===== src/rtl/instr_fetch.sv =====
// instr_fetch: PC/request generator with an in-order response FIFO feeding decode.
// Define FETCH_MISALIGN_TRAP_EN to trap and halt on misaligned redirects.
module instr_fetch #(
  parameter logic [31:0] RESET_PC = 32'h0000_0000,
  parameter int BUF_DEPTH = 2
) (
  input  logic        clk,
  input  logic        rst_n,
  output logic        imem_req_valid,
  input  logic        imem_req_ready,
  output logic [31:0] imem_req_addr,
  input  logic        imem_rsp_valid,
  input  logic [31:0] imem_rsp_data,
  input  logic        redirect_valid,
  input  logic [31:0] redirect_pc,
  output logic        out_valid,
  input  logic        out_ready,
  output logic [31:0] out_instr,
  output logic [31:0] out_pc,
  output logic [6:0]  opcode,
  output logic [2:0]  funct3,
  output logic [6:0]  funct7,
  output logic        misalign
);
  localparam int AW = $clog2(BUF_DEPTH);
  localparam int CW = AW + 1;
  localparam logic [CW:0] DEPTH = (CW+1)'(BUF_DEPTH);
  typedef enum logic [1:0] {BOOT, RUN, HALT} state_t;
  state_t state, state_nxt;
  logic [31:0] pc;
  logic [CW-1:0] inflight, drop_cnt, cnt;
  logic [AW-1:0] qw, qr, wp, rp;
  logic [31:0] pcq [BUF_DEPTH];
  logic [31:0] dq [BUF_DEPTH];
  logic [31:0] aq [BUF_DEPTH];
  logic req_fire, push, pop, drop, trap, flush;
`ifdef FETCH_MISALIGN_TRAP_EN
  logic trap_flag;
  assign trap = redirect_valid && redirect_pc[1:0] != 2'b00;
  always_ff @(posedge clk or negedge rst_n)
    if (!rst_n) trap_flag <= 1'b0;
    else if (trap) trap_flag <= 1'b1;
  assign misalign = trap_flag;
`else
  logic unused_lsb;
  assign unused_lsb = ^redirect_pc[1:0];
  assign trap = 1'b0;
  assign misalign = 1'b0;
`endif
  always_comb begin
    state_nxt = trap ? HALT : (state == BOOT ? RUN : state);
  end
  always_ff @(posedge clk or negedge rst_n)
    if (!rst_n) state <= BOOT;
    else state <= state_nxt;
  assign flush = redirect_valid || state == HALT;
  assign imem_req_valid = state == RUN && !redirect_valid && ({1'b0, inflight} + {1'b0, cnt}) < DEPTH;
  assign imem_req_addr = pc;
  assign req_fire = imem_req_valid && imem_req_ready;
  assign drop = imem_rsp_valid && drop_cnt != '0;
  assign push = imem_rsp_valid && drop_cnt == '0 && !flush;
  assign pop = out_valid && out_ready;
  assign out_valid = cnt != '0;
  assign out_instr = dq[rp];
  assign out_pc = aq[rp];
  assign opcode = out_instr[6:0];
  assign funct3 = out_instr[14:12];
  assign funct7 = out_instr[31:25];
  // The request-address queue advances on every response, dropped or not, so it stays aligned with memory order.
  always_ff @(posedge clk or negedge rst_n) begin
    if (!rst_n) begin
      pc <= RESET_PC;
      inflight <= '0;
      drop_cnt <= '0;
      cnt <= '0;
      qw <= '0;
      qr <= '0;
      wp <= '0;
      rp <= '0;
      for (int i = 0; i < BUF_DEPTH; i++) begin
        pcq[i] <= '0;
        dq[i] <= '0;
        aq[i] <= '0;
      end
    end else begin
      inflight <= inflight + CW'(req_fire) - CW'(imem_rsp_valid);
      drop_cnt <= redirect_valid ? inflight - CW'(imem_rsp_valid) : drop_cnt - CW'(drop);
      if (redirect_valid) pc <= {redirect_pc[31:2], 2'b00};
      else if (req_fire) pc <= pc + 32'd4;
      if (req_fire) begin
        pcq[qw] <= pc;
        qw <= qw + AW'(1);
      end
      if (imem_rsp_valid) qr <= qr + AW'(1);
      if (push) begin
        dq[wp] <= imem_rsp_data;
        aq[wp] <= pcq[qr];
        wp <= wp + AW'(1);
      end
      if (flush) begin
        wp <= '0;
        rp <= '0;
        cnt <= '0;
      end else begin
        if (pop) rp <= rp + AW'(1);
        cnt <= cnt + CW'(push) - CW'(pop);
      end
    end
  end
endmodule


===== config.mk =====
export PLATFORM = sky130hd
export DESIGN_NAME = instr_fetch
export DESIGN_NICKNAME = d
export VERILOG_FILES = /design/src/rtl/instr_fetch.sv
export SDC_FILE = /design/constraint.sdc
export NUM_CORES = 1
export LEC_CHECK = 0
export ABC_AREA = 1
export CAP_MARGIN = 20
export CORE_AREA = 2 2 212 214
export DETAILED_ROUTE_END_ITERATION = 7
export DIE_AREA = 0 0 214 216
export SKIP_CTS_REPAIR_TIMING = 1
export SLEW_MARGIN = 20
export SYNTH_ARGS = -nofsm -noshare
export SYNTH_HDL_FRONTEND = slang
export SYNTH_SLANG_ARGS = --single-unit

===== constraint.sdc =====
create_clock -name clk -period 1.9 [get_ports clk]
set_input_delay 0.285 -clock clk [delete_from_list [all_inputs] [get_ports clk]]
set_output_delay 0.285 -clock clk [all_outputs]
set_load 0.02 [all_outputs]

==> flow_summary_export.csv, run 1 <==
group,metric,value,unit
outcome,status,"finished, violations left",
outcome,failing_checks,"negative setup slack",
grt,grt.total_usage,0.131,
grt,vias_in_the_first_global_route,8885,
yosys,yosysTopAreaCellShare,0.519,
cts,cts.path.max_buffers,3,
cts,h-tree-depth,1,
sta,layout_setup_ws,-0.282,ns
detailed_routing,drt-wirelength-per-cell,15.3,um
yosys,syn_inst,1327,
worst_setup_path,timing.critical_path.arrival,2.62,ns
worst_setup_path,path_max_fanout,8,
job,cap_viol_max_count,0,
placed_design,placement.io_buffers,178,
sta,finalHoldWorstSlack,0.281,ns
detailed_routing,drc,0,
sta,hold_violations,0,
floorplanning,initial_util,0.247,
detailed_routing,antenna_left,0,
grt,grt_max_degree,61,
cells_and_area,num-nets-final,1616,
sta,report.final.slew_viol_count,0,
sta,worst_slew_pin_tran,0.547,ns
sta,setup_tns,-27.82,ns
worst_setup_path,path_class,"reg2reg",
sta,rsz_0062_raised_after_global_routing,"true",
power_and_ir_drop,power_leakage,7.34,nW
yosys,synth_area,10800,um2
floorplanning,die_width,214,um
floorplanning,floorplan.rows,77,
detailed_routing,detailedRoute.firstIterationViolations,588,
yosys,synth_area_leaders,"sky130_fd_sc_hd__dfrtp_1 (52%), sky130_fd_sc_hd__nand2_1 (18%), sky130_fd_sc_hd__o21ai_0 (6.8%), sky130_fd_sc_hd__inv_1 (4.3%), sky130_fd_sc_hd__mux2_2 (3.1%)",
placed_design,detailed_place_hpwl,22100,um
detailed_routing,wirelength,33000,um
worst_setup_path,timing.critical_path.from_type,"register",
cts,cts_tree,"built",
power_and_ir_drop,peakVddDrop,0.719,mV
placed_design,weighted_congestion_reported_at_the_end_of_routability_driven_placement,0.846,
worst_setup_path,crit_chain,"nand2_1 -> inv_2 -> fa_1 -> nor2_2 -> buf_4 -> nand4_4 -> or2_4 -> clkbuf_16 -> nand2_4 -> o21ai_2",
worst_setup_path,cpPeakStageDelay,0.44,ns
min_path,worstHoldPathType,"in2async",
sta,report.final.setup_viol,192,
yosys,synth_largest_area_cell,"sky130_fd_sc_hd__dfrtp_1",
detailed_routing,count_of_vias_placed_by_the_detailed_router,9183,
grt,grt-ovfl-total,0,
yosys,main_flop_type_after_synthesis,"sky130_fd_sc_hd__dfrtp_1",
yosys,synth_enable_flop_cells,0,
cells_and_area,synthToLayoutAreaGrowth,40.1,%
floorplanning,floorplan_die_height,216,um
yosys,yosys.cell_types.count,35,
sta,finalWorstPathRequiredPeriod,2.18,ns
worst_setup_path,cpMaxStageDelayCell,"sky130_fd_sc_hd__fa_1",
worst_setup_path,cp.required,2.34,ns
power_and_ir_drop,power_per_cell_area,1520,nW/um2
cts,tritoncts_num_sinks,225,
sta,max-slew-margin-rel,0.635,
cells_and_area,insertedDiodeCount,0,
grt,grt_first_pass_wirelength,48800,um
grt,antenna_violations_before_repair,0,
detailed_routing,drt-pass1-iter-count,4,
yosys,ys_seq_elements,225,
cts,ctsRootBufferMaster,"sky130_fd_sc_hd__clkbuf_16",
yosys,synth.yosys.warnings,0,
floorplanning,die_area,46200,um2
cts,worstSkewPairLatency,0.55,ns
yosys,synthArstFlopShare,1.00,
floorplanning,floorplan_core_area,43800,um2
yosys,netlist_top_cells_count,"sky130_fd_sc_hd__nand2_1 (510), sky130_fd_sc_hd__dfrtp_1 (225), sky130_fd_sc_hd__o21ai_0 (147)",
yosys,synth_most_common_cell,"sky130_fd_sc_hd__nand2_1",
sta,layout_worst_path_cycle_share,1.15,
floorplanning,io_pins,186,
yosys,synth.yosys.seq_area_share,0.519,
cts,clkTransAtPathRegs,0.06,ns
worst_setup_path,worstSetupEndpointType,"register",
detailed_routing,vias_per_cell,4.27,
cts,cts_bufs_inserted,27,
cells_and_area,share_of_final_layout_standard_cells_stronger_than_drive_strength_1,0.227,
sta,achievable-frequency,458,MHz
yosys,post_synth.cell_area_avg,8.17,um2
sta,skew,0.0194,ns
path summary, 6_finish.rpt:
check,to,start,slack (ns),cells after the start
setup / recovery,pcq[42],cnt[0],-0.28,10
min in group clk,dq[45],imem_rsp_data[13],0.30,3
max in group asynchronous,dq[62],rst_n,0.92,3
hold / removal,dq[1],rst_n,0.28,2
hold reg to reg,pcq[15],pcq[15],0.48,2
setup reg to reg,pcq[42],cnt[0],-0.28,10
flip-flops by register name, summed over array words and instances (netlist names):
name	flops
dq	64
aq	60
pcq	60
imem_req_addr	30
cnt	2
drop_cnt	2
inflight	2
qr	1
qw	1
rp	1
state	1
wp	1
final cells by class:
cell class	count	area (um2)
fill	4495	28600
sequential	225	5630
multi-input combinational	891	4780
timing repair buffer	262	2680
clock buffer	42	792
tap	592	741
inverter	131	497
clock inverter	6	62.6
power by group:
part	total, W	leakage, nW	switching (W)	internal (W)
Sequential	0.00802	2.91	0.00130	0.00671
Clock	0.00502	0.421	0.00204	0.00298
Combinational	0.0101	4.01	0.00566	0.00442
Total	0.0231	7.34	0.00900	0.0141
metal layers:
layer	GRT usage	up-vias	wire [um]
met5	0	-	0
li1	-	4570	-
met2	0.227	167	16200
met4	0.0345	0	809
met3	0.0209	40	1270
met1	0.169	4406	14700
critical path, delay by kind of cell (launching register included):
family	cells	cell delay, ns
DFF	1	0.38
AOI/OAI and AO/OA	1	0.05
buffers and inverters	3	0.38
adders and majority gates	1	0.44
and+or+nand+nor	5	0.83
layout by cell type (no fill, tap or decap), types with 9 or more instances in the layout:
master / instances
sky130_fd_sc_hd__buf_12: 20
sky130_fd_sc_hd__clkbuf_2: 33
sky130_fd_sc_hd__nand2_1: 469
sky130_fd_sc_hd__dfrtp_1: 224
sky130_fd_sc_hd__inv_1: 123
sky130_fd_sc_hd__clkbuf_1: 9
sky130_fd_sc_hd__buf_6: 35
sky130_fd_sc_hd__nand2_2: 10
sky130_fd_sc_hd__o21ai_4: 16
sky130_fd_sc_hd__clkbuf_16: 35
sky130_fd_sc_hd__buf_4: 52
sky130_fd_sc_hd__o21ai_2: 42
sky130_fd_sc_hd__nand2_4: 33
sky130_fd_sc_hd__buf_2: 10
sky130_fd_sc_hd__clkdlybuf4s50_1: 96
sky130_fd_sc_hd__o21ai_0: 115
sky130_fd_sc_hd__nand3_1: 47
sky130_fd_sc_hd__mux2_2: 30
sky130_fd_sc_hd__o21ai_1: 36
sky130_fd_sc_hd__nor2_1: 42
cell families after synthesis:
family | synth area share
DFF | 0.519
xor gates and xnor gates | 0.00888
muxes | 0.0321
AOI/OAI and AO/OA | 0.113
adders and majority gates | 0.00992
other | 0.000692
and+or+nand+nor | 0.224
buffers and inverters | 0.0923
metrics by stage:
step	cell area, um2	instances	setup WS [ns]	total power (W)	utilization
after CTS	14300	2116	-0.805	0.0223	0.327
after detailed placement	13500	2068	-0.212	0.0171	0.308
final	15200	2149	-0.282	0.0231	0.347
after global routing	15200	2149	-0.378	0.0247	0.347
after floorplan	10900	1331	-0.0281	0.0132	-
after global placement	13500	2068	-0.260	0.0169	0.308
(Power assumes the default switching activity.)
==> run 2: changes to the inputs <==
--- a/config.mk
+++ b/config.mk
@@ -6,10 +6,12 @@
 export NUM_CORES = 1
 export LEC_CHECK = 0
 export ABC_AREA = 1
+export ABC_CLOCK_PERIOD_IN_PS = 1900
 export CAP_MARGIN = 20
 export CORE_AREA = 2 2 212 214
 export DETAILED_ROUTE_END_ITERATION = 7
 export DIE_AREA = 0 0 214 216
+export MAX_ROUTING_LAYER = met4
 export SKIP_CTS_REPAIR_TIMING = 1
 export SLEW_MARGIN = 20
 export SYNTH_ARGS = -nofsm -noshare
==> flow_summary_export.csv, run 2 (synthesis gave the netlist of run 1 again) <==
group,metric,value,unit
outcome,status,"finished, violations left",
outcome,failing_checks,"negative setup slack",
placed_design,placement.io_buffers,178,
detailed_routing,drt-wirelength-per-cell,16.1,um
floorplanning,io_pins,186,
sta,worst_slew_pin_tran,0.618,ns
worst_setup_path,worstSetupEndpointType,"output pin",
placed_design,detailed_place_hpwl,22100,um
grt,grt_first_pass_wirelength,48800,um
cts,clkTransAtPathRegs,0.07,ns
worst_setup_path,depth_of_the_worst_register_to_register_path,9,
worst_setup_path,reg2reg_from,"cnt[0]",
sta,max-slew-margin-rel,0.588,
floorplanning,floorplan_die_height,216,um
placed_design,placement.setup.worst_slack,-0.221,ns
cells_and_area,final_common_cell,"sky130_fd_sc_hd__nand2_1",
sta,report.final.setup_viol,193,
cells_and_area,ff_latch_area,5640,um2
power_and_ir_drop,power.share.clock,0.226,
power_and_ir_drop,peakVddDrop,0.856,mV
detailed_routing,vias_per_cell,4.34,
power_and_ir_drop,power_per_cell_area,1540,nW/um2
cts,cts_tree,"built",
grt,grt_max_degree,66,
cells_and_area,largest_reg_flops,64,
cts,cts.path.max_buffers,3,
detailed_routing,count_of_vias_placed_by_the_detailed_router,9350,
power_and_ir_drop,p_comb_frac,0.439,
cells_and_area,insertedDiodeCount,0,
sta,report.final.slew_viol_count,0,
detailed_routing,wirelength,34700,um
cts,h-tree-depth,1,
cells_and_area,multi_input_comb_area,4970,um2
cells_and_area,biggestRegsByFlops,"dq (64), aq (60), pcq (60)",
cts,ctsRootBufferMaster,"sky130_fd_sc_hd__clkbuf_16",
min_path,worstHoldPathType,"in2reg",
grt,grt.total_usage,0.136,
worst_setup_path,timing_endpoint_of_the_critical_path,"imem_req_valid",
worst_setup_path,regToRegSetupSlack,-0.30,ns
worst_setup_path,timing.rr.end,"pcq[40]",
power_and_ir_drop,p_seq_frac,0.334,
worst_setup_path,path_max_fanout,2,
sta,layout_worst_path_cycle_share,1.18,
power_and_ir_drop,p_int,0.0148,W
job,cap_viol_max_count,0,
sta,layout_setup_ws,-0.334,ns
power_and_ir_drop,power_leakage,7.61,nW
cells_and_area,largest_register,"dq",
sta,rsz_0062_raised_after_global_routing,"true",
floorplanning,die_area,46200,um2
sta,achievable-frequency,448,MHz
placed_design,weighted_congestion_reported_at_the_end_of_routability_driven_placement,0.873,
worst_setup_path,timing.critical_path.from_type,"register",
power_and_ir_drop,netSwitchingPower,0.00939,W
cells_and_area,final_core_utilization,0.358,
detailed_routing,drc,0,
detailed_routing,detailedRoute.firstIterationViolations,688,
detailed_routing,drt-pass1-iter-count,4,
floorplanning,floorplan_core_area,43800,um2
cells_and_area,fill_cells,4485,
grt,vias_in_the_first_global_route,8911,
cells_and_area,synthToLayoutAreaGrowth,44.9,%
cts,worstSkewPairLatency,0.56,ns
worst_setup_path,timing.critical_path.arrival,1.95,ns
sta,finalHoldWorstSlack,0.284,ns
cells_and_area,share_of_final_layout_standard_cells_stronger_than_drive_strength_1,0.260,
grt,antenna_violations_before_repair,0,
cells_and_area,mostFrequentLayoutCells,"sky130_fd_sc_hd__nand2_1 (437), sky130_fd_sc_hd__dfrtp_1 (223), sky130_fd_sc_hd__inv_1 (123), sky130_fd_sc_hd__o21ai_0 (100), sky130_fd_sc_hd__clkdlybuf4s50_1 (92)",
floorplanning,initial_util,0.247,
floorplanning,die_width,214,um
worst_setup_path,critical_path.startpoint,"cnt[0]",
sta,hold_violations,0,
cts,tritoncts_num_sinks,225,
cts,cts_bufs_inserted,27,
detailed_routing,antenna_left,0,
sta,skew,0.0246,ns
floorplanning,floorplan.rows,77,
sta,finalWorstPathRequiredPeriod,2.23,ns
power_and_ir_drop,switching_share_of_power,0.388,
worst_setup_path,cp.required,1.62,ns
grt,grt-ovfl-total,0,
cells_and_area,num-nets-final,1623,
worst_setup_path,path_class,"reg2out",
[run 2: cell types whose count changed in the layout (fill, tap and decap cells not counted), moves of 14 or more]
cell | previous run | this run
sky130_fd_sc_hd__nand2_1 | 469 | 437
sky130_fd_sc_hd__clkbuf_2 | 33 | 3
sky130_fd_sc_hd__buf_2 | 10 | 38
sky130_fd_sc_hd__nand2_2 | 10 | 27
sky130_fd_sc_hd__o21ai_0 | 115 | 100
sky130_fd_sc_hd__nand2_4 | 33 | 47
[run 2: critical path, cell delays in order (launching register included)]
cell and delay [ns]:
sky130_fd_sc_hd__dfrtp_1 0.37, sky130_fd_sc_hd__nand2_1 0.07, sky130_fd_sc_hd__inv_1 0.05, sky130_fd_sc_hd__fa_1 0.47, sky130_fd_sc_hd__nor2_4 0.17, sky130_fd_sc_hd__nand3_2 0.10
sky130_fd_sc_hd__inv_2 0.06, sky130_fd_sc_hd__buf_6 0.11
[run 2: cell type report]
class	count	area share
clock buffers	34	0.0460
clock inverters	13	0.0133
inverters	131	0.0327
multi-input cells	891	0.316
flip-flops and latches	225	0.359
well taps	592	0.0471
repair buffers	269	0.186
[run 2: worst min path at each step]
stage                    startpoint                 to  slack, ns  cells after the start
CTS                           rst_n             aq[12]      -0.31                      1
finish              redirect_pc[17]  imem_req_addr[17]       0.28                      3
detailed placement            rst_n             aq[12]       0.30                      1
floorplan                     rst_n             aq[10]      -0.01                      0
global placement              rst_n             aq[45]       0.30                      1
global route        redirect_pc[17]  imem_req_addr[17]       0.28                      3
[run 2: power by group through the flow]
stage	clock, W	combinational, W	sequential (W)
final	0.00548	0.0106	0.00809
after global routing	0.00587	0.0116	0.00835
after CTS	0.00565	0.00930	0.00781
after detailed placement	0	0.00925	0.00787
after global placement	0	0.00909	0.00780
after floorplan	0	0.00549	0.00773
[run 2: per-stage QoR]
step                      setup TNS (ns)  std cells  total power [W]  instance area (um2)
final                             -31.92       2155           0.0242                15700
after CTS                         -51.52       2118           0.0228                14400
after global placement             -7.83       2071           0.0169                13500
after floorplan                   -0.658       1331           0.0132                10900
after global routing              -48.15       2155           0.0258                15700
after detailed placement           -5.97       2071           0.0171                13500
[run 2: per-layer routing]
layer | GRT usage | wire, um | share of wire
met3 | 0.0200 | 1250 | 0.036
met2 | 0.223 | 16500 | 0.48
met5 | - | 0 | 0
met1 | 0.173 | 16000 | 0.46
met4 | 0.0408 | 941 | 0.027
